### config.mk
export PLATFORM = sky130hd
export DESIGN_NAME = ingress_buffer
export DESIGN_NICKNAME = d
export VERILOG_FILES = /design/src/rtl/ingress_pkg.sv /design/src/rtl/ingress_fifo.sv /design/src/rtl/ingress_buffer.sv
export SDC_FILE = /design/constraint.sdc
export NUM_CORES = 1
export LEC_CHECK = 0
export ABC_AREA = 0
export BUFFER_PORTS_ARGS = -buffer_cell sky130_fd_sc_hd__buf_4
export CORE_UTILIZATION = 40
export CTS_BUF_LIST = sky130_fd_sc_hd__clkbuf_4
export DETAILED_ROUTE_END_ITERATION = 10
export GPL_ROUTABILITY_DRIVEN = 0
export PLACE_DENSITY_LB_ADDON = 0.2
export SYNTH_ARGS = -nofsm -noshare
export SYNTH_HDL_FRONTEND = slang
export SYNTH_SLANG_ARGS = --single-unit
### constraint.sdc
create_clock -name clk -period 3.01 [get_ports clk]
set_input_delay 0.602 -clock clk [delete_from_list [all_inputs] [get_ports clk]]
set_output_delay 0.602 -clock clk [all_outputs]
set_load 0.1 [all_outputs]
### src/rtl/ingress_pkg.sv
// Shared register map and fixed read values for the host-to-channel staging buffer.
// Imported by the top level and the per-channel FIFO.
package ingress_pkg;

   localparam logic [2:0] ADDR_CTRL = 3'b000;
   localparam logic [2:0] ADDR_CH1  = 3'b001;
   localparam logic [2:0] ADDR_CH2  = 3'b010;
   localparam logic [2:0] ADDR_CH3  = 3'b011;
   localparam logic [2:0] ADDR_CNT1 = 3'b100;
   localparam logic [2:0] ADDR_CNT2 = 3'b101;
   localparam logic [2:0] ADDR_CNT3 = 3'b110;

   localparam logic [7:0] RD_BADADDR = 8'd252;
   localparam logic [7:0] RD_IDLE    = 8'd0;

endpackage

### src/rtl/ingress_fifo.sv
// One channel: DEPTH x 8 FIFO feeding a data/en output register, one word per cycle.
// A word held with en=1 stays put until rdy; pushes into a full FIFO are dropped and flag ovf.
module ingress_fifo
   import ingress_pkg::*;
#(
   parameter int DEPTH = 16,
   parameter int CW    = $clog2(DEPTH) + 1
) (
   input  logic          clk,
   input  logic          reset,
   input  logic          push,
   input  logic [7:0]    din,
   input  logic          ena,
   input  logic          rdy,
   input  logic          ovf_clr,
   output logic [7:0]    data,
   output logic          en,
   output logic [CW-1:0] count,
   output logic          ovf
);

   localparam int AW = CW - 1;
   localparam logic [AW-1:0] P_ONE  = AW'(1);
   localparam logic [CW-1:0] C_ONE  = CW'(1);
   localparam logic [CW-1:0] C_FULL = CW'(DEPTH);

   logic [7:0]    r_mem [DEPTH];
   logic [AW-1:0] r_wr_ptr;
   logic [AW-1:0] r_rd_ptr;
   logic [CW-1:0] r_count;
   logic [7:0]    r_data;
   logic          r_en;
   logic          r_ovf;

   logic w_load;
   logic w_push_ok;

   // A pop in the same cycle frees the slot, so a full FIFO still accepts that push.
   assign w_load    = ena && (r_count != '0) && (!r_en || rdy);
   assign w_push_ok = push && ((r_count < C_FULL) || w_load);

   always_ff @(posedge clk) begin
      if (w_push_ok) begin
         r_mem[r_wr_ptr] <= din;
      end
   end

   always_ff @(posedge clk) begin
      if (reset) begin
         r_wr_ptr <= '0;
         r_rd_ptr <= '0;
         r_count  <= '0;
         r_data   <= '0;
         r_en     <= 1'b0;
         r_ovf    <= 1'b0;
      end else begin
         if (w_push_ok) begin
            r_wr_ptr <= r_wr_ptr + P_ONE;
         end
         if (w_load) begin
            r_rd_ptr <= r_rd_ptr + P_ONE;
            r_data   <= r_mem[r_rd_ptr];
            r_en     <= 1'b1;
         end else if (r_en && rdy) begin
            r_en <= 1'b0;
         end
         if (w_push_ok && !w_load) begin
            r_count <= r_count + C_ONE;
         end else if (!w_push_ok && w_load) begin
            r_count <= r_count - C_ONE;
         end
         // A drop in the same cycle as a clear leaves the flag set.
         if (push && !w_push_ok) begin
            r_ovf <= 1'b1;
         end else if (ovf_clr) begin
            r_ovf <= 1'b0;
         end
      end
   end

   assign data  = r_data;
   assign en    = r_en;
   assign count = r_count;
   assign ovf   = r_ovf;

endmodule

### src/rtl/ingress_buffer.sv
// Host write port into three channel FIFOs plus CTRL/occupancy readback; readdata is registered (1 cycle).
// Each channel streams independently under its own rdy back-pressure.
module ingress_buffer
   import ingress_pkg::*;
#(
   parameter int DEPTH = 16
) (
   input  logic       clk,
   input  logic       reset,
   input  logic       chipselect,
   input  logic       write,
   input  logic       read,
   input  logic [2:0] address,
   input  logic [7:0] writedata,
   output logic [7:0] readdata,
   output logic [7:0] data1,
   output logic [7:0] data2,
   output logic [7:0] data3,
   output logic       en1,
   output logic       en2,
   output logic       en3,
   input  logic       rdy1,
   input  logic       rdy2,
   input  logic       rdy3
);

   localparam int CW = $clog2(DEPTH) + 1;

   logic [2:0]    r_ena;
   logic [7:0]    r_readdata;

   logic          w_wr;
   logic          w_rd;
   logic          w_ctrl_wr;
   logic          w_ovf_clr;
   logic [2:0]    w_push;
   logic [2:0]    w_ovf;
   logic [CW-1:0] w_cnt1;
   logic [CW-1:0] w_cnt2;
   logic [CW-1:0] w_cnt3;

   assign w_wr      = chipselect && write;
   assign w_rd      = chipselect && read;
   assign w_ctrl_wr = w_wr && (address == ADDR_CTRL);
   assign w_ovf_clr = w_ctrl_wr && writedata[7];
   assign w_push[0] = w_wr && (address == ADDR_CH1);
   assign w_push[1] = w_wr && (address == ADDR_CH2);
   assign w_push[2] = w_wr && (address == ADDR_CH3);

   always_ff @(posedge clk) begin
      if (reset) begin
         r_ena <= 3'b000;
      end else if (w_ctrl_wr) begin
         r_ena <= writedata[2:0];
      end
   end

   always_ff @(posedge clk) begin
      if (reset) begin
         r_readdata <= RD_IDLE;
      end else if (w_rd) begin
         case (address)
            ADDR_CTRL: r_readdata <= {2'b00, w_ovf, r_ena};
            ADDR_CNT1: r_readdata <= 8'(w_cnt1);
            ADDR_CNT2: r_readdata <= 8'(w_cnt2);
            ADDR_CNT3: r_readdata <= 8'(w_cnt3);
            default:   r_readdata <= RD_BADADDR;
         endcase
      end else begin
         r_readdata <= RD_IDLE;
      end
   end

   assign readdata = r_readdata;

   ingress_fifo #(.DEPTH(DEPTH), .CW(CW)) u_ch1 (
      .clk(clk), .reset(reset), .push(w_push[0]), .din(writedata),
      .ena(r_ena[0]), .rdy(rdy1), .ovf_clr(w_ovf_clr),
      .data(data1), .en(en1), .count(w_cnt1), .ovf(w_ovf[0])
   );

   ingress_fifo #(.DEPTH(DEPTH), .CW(CW)) u_ch2 (
      .clk(clk), .reset(reset), .push(w_push[1]), .din(writedata),
      .ena(r_ena[1]), .rdy(rdy2), .ovf_clr(w_ovf_clr),
      .data(data2), .en(en2), .count(w_cnt2), .ovf(w_ovf[1])
   );

   ingress_fifo #(.DEPTH(DEPTH), .CW(CW)) u_ch3 (
      .clk(clk), .reset(reset), .push(w_push[2]), .din(writedata),
      .ena(r_ena[2]), .rdy(rdy3), .ovf_clr(w_ovf_clr),
      .data(data3), .en(en3), .count(w_cnt3), .ovf(w_ovf[2])
   );

endmodule

; Word level (Yosys, flattened, before mapping)
; Memory sizes are Yosys's and may differ from the RTL's. A register that Yosys moved wholly into a read port is not among the register bits.
; Index checks and enable logic that the tools add are counted.
[totals]
out_inout_bits = 35
in_bits = 19
register_bits = 56
ramBits = 384
memories = 3
elab_cells = 122
[op_classes]
magnitude_cmp = 3
bitwise_logic = 1
n_addsub = 12
n_eq_ne = 6
mux = 23
reduce_logical = 57
[memory_table]
columns = name, depth, word_bits, rd, rd_clocked_by_memory_dff, write_ports, line
row1 = u_ch1.r_mem, 16, 8, 1, 1, 1, ingress_fifo.sv:27  ; logic [7:0] r_mem [DEPTH];
row2 = u_ch2.r_mem, 16, 8, 1, 1, 1, ingress_fifo.sv:27
row3 = u_ch3.r_mem, 16, 8, 1, 1, 1, ingress_fifo.sv:27
[ops]
columns = cell, n
row1 = case mux 8 bit (4 select lines), 1
row2 = two-way mux 5 bit, 6
row3 = logical AND 1 bit, 28
row4 = "adder 4 x 1 -> 4 bit, second input constant", 6
row5 = nonzero test 2 bit, 9
row6 = two-way mux 1 bit, 16
row7 = "adder 5 x 1 -> 5 bit, second input constant", 3
row8 = "less-than comparator 5 bit, second input constant", 3
row9 = nonzero test 5 bit, 3
row10 = "subtractor 5 x 1 -> 5 bit, second input constant", 3
row11 = "equality test 3 bit, second input constant", 3
row12 = zero test 1 bit, 9
row13 = "equality test 3 x 2 -> 1 bit, second input constant", 2
row14 = logical OR 1 bit, 6
row15 = "equality test 3 x 1 -> 1 bit, second input constant", 1
row16 = zero test 3 bit, 1
row17 = OR reduction 2 bit, 1
row18 = inverter 1 bit, 1

; Longest topological paths before layout
[logic_depth]
word_depth = 9
depth_mapped = 14
ltp_nobuf = 12

; Cells and area by module
; Synthesis repeated with hierarchy kept, for this count alone.
[unflattened]
hier_cells = 1206
area_unflattened_um2 = 18999.5
[modules_own_cells]
columns = module, cells_per_inst, instances, area_each_um2
row1 = ingress_fifo (u_ch2 ...), 383, 2, 6140.9
row2 = ingress_fifo (u_ch1), 371, 1, 6062.1
row3 = ingress_buffer, 69, 1, 655.6

; Worst setup path before layout
; OpenSTA, ideal clock, no wires.
[synth_timing]
kind = register to register
startpoint = register u_ch2.r_en, in the netlist u_ch2.en
endpoint = register u_ch2.r_count[4], in the netlist u_ch2.count[4]
path_stages_with_launch = 12
setup_time_ns = 0.121
period_less_slack_ns = 3.224
path_slack_ns = -0.214
path_buffers = 1
arrival_ns = 3.103
cell_sequence = dfxtp_1 > nor2b_1 > o21ai_0 > and2_1 > buf_2 > ha_1 > inv_1 > ha_1 > a21o_1 > a21oi_1 > mux2i_1 > mux2_2
[synth_via]
elab_chain_len = 8
elab_cells_between_ends = 11
[synth_lines]
columns = element, line
row1 = from (decl), ingress_fifo.sv:32  ; logic r_en;
row2 = from (signal assigned), ingress_fifo.sv:54  ; r_en <= 1'b0;
row3 = from (signal assigned), ingress_fifo.sv:63  ; r_en <= 1'b1;
row4 = from (signal assigned), ingress_fifo.sv:65  ; r_en <= 1'b0;
row5 = zero test 1 bit *, ingress_fifo.sv:39  ; assign w_load = ena && (r_count != '0) && (!r_en || rdy);
row6 = logical OR 1 bit *, ingress_fifo.sv:39
row7 = logical AND 1 bit *, ingress_fifo.sv:39
row8 = logical OR 1 bit *, ingress_fifo.sv:40  ; assign w_push_ok = push && ((r_count < C_FULL) || w_load);
row9 = logical AND 1 bit *, ingress_fifo.sv:40
row10 = net u_ch2.w_push_ok, ingress_fifo.sv:36  ; logic w_push_ok;
row11 = zero test 1 bit, ingress_fifo.sv:69  ; end else if (!w_push_ok && w_load) begin
row12 = logical AND 1 bit, ingress_fifo.sv:69
row13 = nonzero test 2 bit (no source line), n/a
row14 = to (signal assigned), ingress_fifo.sv:68  ; r_count <= r_count + C_ONE;
row15 = to (signal assigned), ingress_fifo.sv:70  ; r_count <= r_count - C_ONE;
row16 = to (decl), ingress_fifo.sv:30  ; logic [CW-1:0] r_count;
; The timed path passes the listed nets; every way through them passes the cells marked *.
; A chain may end at the register's enable or synchronous reset.

; Worst setup path in the final report
[layout_timing]
startpoint = register u_ch3.r_count[0], in the netlist u_ch3.count[0]
endpoint = register u_ch3.r_count[4], in the netlist u_ch3.count[4]
[layout_via]
elab_chain_len = 8
elab_cells_between_ends = 15
[layout_lines]
columns = element, line
row1 = from (decl), ingress_fifo.sv:30
row2 = from (signal assigned), ingress_fifo.sv:68
row3 = from (signal assigned), ingress_fifo.sv:70
row4 = "parallel branches: the longest is 3 deep, another holds less-than comparator 5 bit", n/a
row5 = logical OR 1 bit *, ingress_fifo.sv:40
row6 = logical AND 1 bit *, ingress_fifo.sv:40
row7 = net u_ch3.w_push_ok, ingress_fifo.sv:36
row8 = zero test 1 bit, ingress_fifo.sv:69
row9 = logical AND 1 bit, ingress_fifo.sv:69
row10 = nonzero test 2 bit (no source line), n/a
; Mark *: on every way through the listed nets, which the timed path passes. The select of a mux whose other input is x is not followed.

==> metrics.txt <==
# TYPE chip_impl_metric gauge
chip_impl_metric{name="critical-path-max-stage-delay",unit="ns"} 0.58
chip_impl_metric{name="die-height",unit="µm"} 218
chip_impl_metric{name="coreArea",unit="µm²"} 45800
chip_impl_metric{name="yosysUniqueCellTypes",unit=""} 49
chip_impl_metric{name="tritoncts.num_buffers",unit=""} 119
chip_impl_metric{name="power.ir.vdd_worst",unit="mV"} 0.284
chip_impl_metric{name="fin_worst_skew",unit="ns"} 0.0670
chip_impl_info{name="start_kind",value="flop"} 1
chip_impl_metric{name="synth_seq_area_share",unit=""} 0.700
chip_impl_metric{name="final_global_route_overflow_total",unit=""} 0
chip_impl_metric{name="buffer_ports.inserted",unit=""} 53
chip_impl_metric{name="critical_path.max_fanout",unit=""} 3
chip_impl_info{name="timing.critical_path.cells",value="or4_1 > o211a_4 > clkinv_8 > a21oi_4 > ha_1 > inv_1 > ha_1 > a21o_1 > a21oi_1 > xnor2_1 > or3_1 > a21oi_1"} 1
chip_impl_metric{name="dp.cells",unit=""} 1905
chip_impl_metric{name="ys_async_sr_fraction",unit=""} 0
chip_impl_info{name="post_synth_most_frequent_cells",value="384 x edfxtp_1, 137 x nor2_1, 132 x mux2i_1"} 1
chip_impl_info{name="cts_root_buf",value="clkbuf_4"} 1
chip_impl_metric{name="p_comb_frac",unit=""} 0.023
chip_impl_metric{name="routed_wirelength",unit="µm"} 42400
chip_impl_info{name="yosys.cell_count.top_type",value="edfxtp_1"} 1
chip_impl_metric{name="met3_wirelength",unit="µm"} 1730
chip_impl_metric{name="wl_met1",unit="µm"} 19100
chip_impl_metric{name="wl_per_cell",unit="µm"} 20.0
chip_impl_metric{name="hold_violations",unit=""} 0
chip_impl_metric{name="clk_sink_count",unit=""} 463
chip_impl_info{name="timing.rr.end",value="u_ch3.count[4]"} 1
chip_impl_metric{name="instances_no_fill",unit=""} 2121
chip_impl_metric{name="layout_worst_path_cycle_share",unit=""} 0.957
chip_impl_metric{name="min_delay_path_depth",unit=""} 3
chip_impl_metric{name="maxClockFrequency",unit="GHz"} 0.347
chip_impl_metric{name="clk_pin_slew_worst_paths",unit="ns"} 0.06
chip_impl_metric{name="netSwitchingFraction",unit=""} 0.210
chip_impl_metric{name="die_w",unit="µm"} 218
chip_impl_metric{name="start_util",unit=""} 0.409
chip_impl_info{name="library_cell_contributing_the_largest_single_delay_on_the_critical_path",value="or4_1"} 1
chip_impl_metric{name="number_of_global_route_vias_before_repair",unit=""} 11200
chip_impl_metric{name="vias_per_cell",unit=""} 5.14
chip_impl_metric{name="timing.setup.tns",unit="ns"} 0
chip_impl_metric{name="worst_setup_slack_final",unit="ns"} 0.129
chip_impl_info{name="tritoncts",value="built"} 1
chip_impl_metric{name="worstMarginPinSlew",unit="ns"} 0.736
chip_impl_metric{name="mappedNetlistArea",unit="µm²"} 18700
chip_impl_metric{name="post-route-min-period",unit="ns"} 2.88
chip_impl_info{name="holdCritStartpoint",value="rdy1"} 1
chip_impl_metric{name="overall_die_area",unit="µm²"} 47700
chip_impl_metric{name="slew-limit-headroom",unit=""} 0.497
chip_impl_metric{name="design.final.nets",unit=""} 1476
chip_impl_metric{name="met2WireLength",unit="µm"} 20600
chip_impl_info{name="run_status",value="finished, final reports clean"} 1
chip_impl_info{name="crit_path_capture_type",value="flop"} 1
chip_impl_metric{name="netSwitchingPower",unit="W"} 0.00270
chip_impl_metric{name="drt_first_pass_iters",unit=""} 7
chip_impl_metric{name="worst-r2r-cell-count",unit=""} 12
chip_impl_metric{name="power_share_of_the_clock_group",unit=""} 0.435
chip_impl_metric{name="pin_count_of_the_biggest_net_entering_global_routing",unit=""} 57
chip_impl_metric{name="yosysTopAreaCellShare",unit=""} 0.616
chip_impl_info{name="synth_ff_type",value="edfxtp_1"} 1
chip_impl_metric{name="grt_util_all_layers",unit=""} 0.183
chip_impl_metric{name="leakagePower",unit="nW"} 7.30
chip_impl_metric{name="critPathArrivalTime",unit="ns"} 3.64
chip_impl_metric{name="setup_viol_count_final",unit=""} 0
chip_impl_metric{name="fp-row-count",unit=""} 78
chip_impl_metric{name="worstSkewPairLatency",unit="ns"} 0.84
chip_impl_metric{name="ctsLongestPathBuffers",unit=""} 3
chip_impl_metric{name="place_ws",unit="ns"} -0.0517
chip_impl_info{name="crit-reg2reg-launch",value="u_ch3.count[0]"} 1
chip_impl_metric{name="share_of_layout_cells_above_drive_strength_1",unit=""} 0.267
chip_impl_metric{name="synth_edf_count",unit=""} 384
chip_impl_metric{name="post_synthesis_cell_count",unit=""} 1226
chip_impl_info{name="whs_endpoint",value="u_ch1.en"} 1
chip_impl_metric{name="grt_antenna_before_repair",unit=""} 1
chip_impl_metric{name="place.detailed.hpwl",unit="µm"} 26600
chip_impl_metric{name="cap_viol_max_count",unit=""} 0
chip_impl_metric{name="area_delta_synth_final",unit="%"} 16.9
chip_impl_metric{name="ioPinCount",unit=""} 54
chip_impl_metric{name="postSynthAreaPerCell",unit="µm²"} 15.3
chip_impl_metric{name="antenna_left",unit=""} 0
chip_impl_metric{name="detailedRoute.firstIterationViolations",unit=""} 642
chip_impl_metric{name="finalHoldWorstSlack",unit="ns"} 0.142
chip_impl_metric{name="synthesis_stage_register_bit_count",unit=""} 463
chip_impl_metric{name="ys_warn_count",unit=""} 0
chip_impl_metric{name="number_of_h_tree_levels",unit=""} 3
chip_impl_info{name="criticalPathCategory",value="reg2reg"} 1
chip_impl_metric{name="p_int",unit="W"} 0.0101
chip_impl_metric{name="reg2reg_setup_slack",unit="ns"} 0.13
chip_impl_info{name="top_layer",value="met4"} 1
chip_impl_metric{name="detail_route.drc_violations",unit=""} 0
chip_impl_metric{name="seq_power_share",unit=""} 0.542
chip_impl_metric{name="cellPowerDensity",unit="nW/µm²"} 586
chip_impl_metric{name="num_vias",unit=""} 10900
chip_impl_info{name="hold_path.class",value="in2reg"} 1
chip_impl_info{name="yosys-top-cells-area",value="edfxtp_1 62%, dfxtp_1 8.4%, mux2i_1 7.1%"} 1
chip_impl_info{name="synth_area_leader_cell",value="edfxtp_1"} 1
chip_impl_metric{name="syn_nets",unit=""} 1276
chip_impl_metric{name="worst-endpoint-required",unit="ns"} 3.77
chip_impl_metric{name="timing.final.max_slew_violations",unit=""} 0
chip_impl_metric{name="grt_pass1_wl",unit="µm"} 65300
-- critical path: cells and delay by family (launching register included) --
family,cells,cell delay (ns)
flip-flops,1,0.31
XOR/XNOR,1,0.10
AO/OA/AOI/OAI,5,0.84
buffers and inverters,2,0.16
adder cells (fa/ha/maj),2,0.49
AND/OR/NAND/NOR,2,0.89
-- layout by cell type (no fill, tap or decap), types with 4 or more instances in the layout --
cell type,n
a311oi_1,8
edfxtp_1,384
a211oi_1,17
mux2_2,5
nor4_1,5
a2111oi_0,7
nor2_1,137
o21ai_0,13
a21oi_1,31
nor3_1,34
clkinv_1,15
inv_1,18
dfxtp_1,73
xor2_1,18
nand3_1,18
dfxtp_2,6
mux4_2,35
nand3b_1,5
o22ai_1,53
xnor2_1,10
nand2b_1,15
o32ai_1,4
nand2_1,45
mux2i_1,132
clkbuf_4,192
and3_1,4
nor2b_1,17
a21o_1,5
ha_1,27
buf_4,144
-- per-stage QoR --
stage	power (W)	util	instance area, µm²
detailed placement	0.00739	0.443	20300
finish	0.0128	0.478	21900
floorplan	0.00722	-	18700
global route	0.0134	0.478	21900
global placement	0.00738	0.443	20300
CTS	0.0130	0.478	21900
-- worst max-delay path by stage --
stage | from | end | slack, ns | cells after the start
finish | u_ch3.count[0] | u_ch3.count[4] | 0.13 | 12
floorplan | address[0] | u_ch2.count[4] | -0.04 | 12
global route | u_ch3.count[0] | u_ch3.count[4] | -0.009 | 12
CTS | u_ch3.count[0] | u_ch3.count[4] | 0.1 | 12
detailed placement | address[2] | u_ch1.count[4] | -0.05 | 12
global placement | address[2] | u_ch1.count[4] | 0.006 | 12
-- flip-flops by register name, indices dropped and copies added (netlist names), 5 cells and up --
register     cells
u_ch2.count      5
u_ch1.count      5
u_ch3.data       8
readdata         7
u_ch1.data       8
u_ch2.data       8
u_ch2.r_mem    128
u_ch3.r_mem    128
u_ch3.count      5
u_ch1.r_mem    128
-- final cells by class --
| class | count | area [µm²] |
|---|---|---|
| multi-input combinational | 675 | 5190 |
| sequential | 463 | 13100 |
| inverter | 21 | 91.3 |
| clock buffer | 192 | 1440 |
| tap | 600 | 751 |
| fill | 4037 | 23900 |
| clock inverter | 22 | 169 |
| antenna | 2 | 5.00 |
| timing repair buffer | 146 | 1120 |
-- cell families (layout without fill, tap and decap cells) --
logic type	after synthesis	in the layout	share of synthesized area
adders and majority gates	31	31	0.0219
and+or+nand+nor	295	295	0.0716
other	0	2	0
buffers and inverters	88	381	0.0241
DFF	463	463	0.700
muxes	172	172	0.116
xor gates and xnor gates	28	28	0.0131
AOI/OAI and AO/OA	149	149	0.0535
-- metal layers --
metal / vias up / track usage
met5: - / 0
met4: 0 / 0.0739
li1: 5164 / -
met1: 5412 / 0.240
met2: 248 / 0.297
met3: 71 / 0.0365
-- power by group through the flow --
| stage | Sequential, W | Clock (W) | Combinational (W) |
|---|---|---|---|
| after detailed placement | 0.00709 | 0 | 0.000303 |
| final | 0.00695 | 0.00559 | 0.000296 |
| after CTS | 0.00695 | 0.00579 | 0.000304 |
| after global placement | 0.00709 | 0 | 0.000295 |
| after global routing | 0.00695 | 0.00613 | 0.000326 |
| after floorplan | 0.00711 | 0 | 0.000109 |
-- repair_timing --
action | CTS | global route
hold buffers | 0 | 0
buffers inserted | 0 | 0
resized for setup | 0 | 1
setup endpoints to repair | 0 | 1
Note: power is estimated with default switching activity, not from simulation.
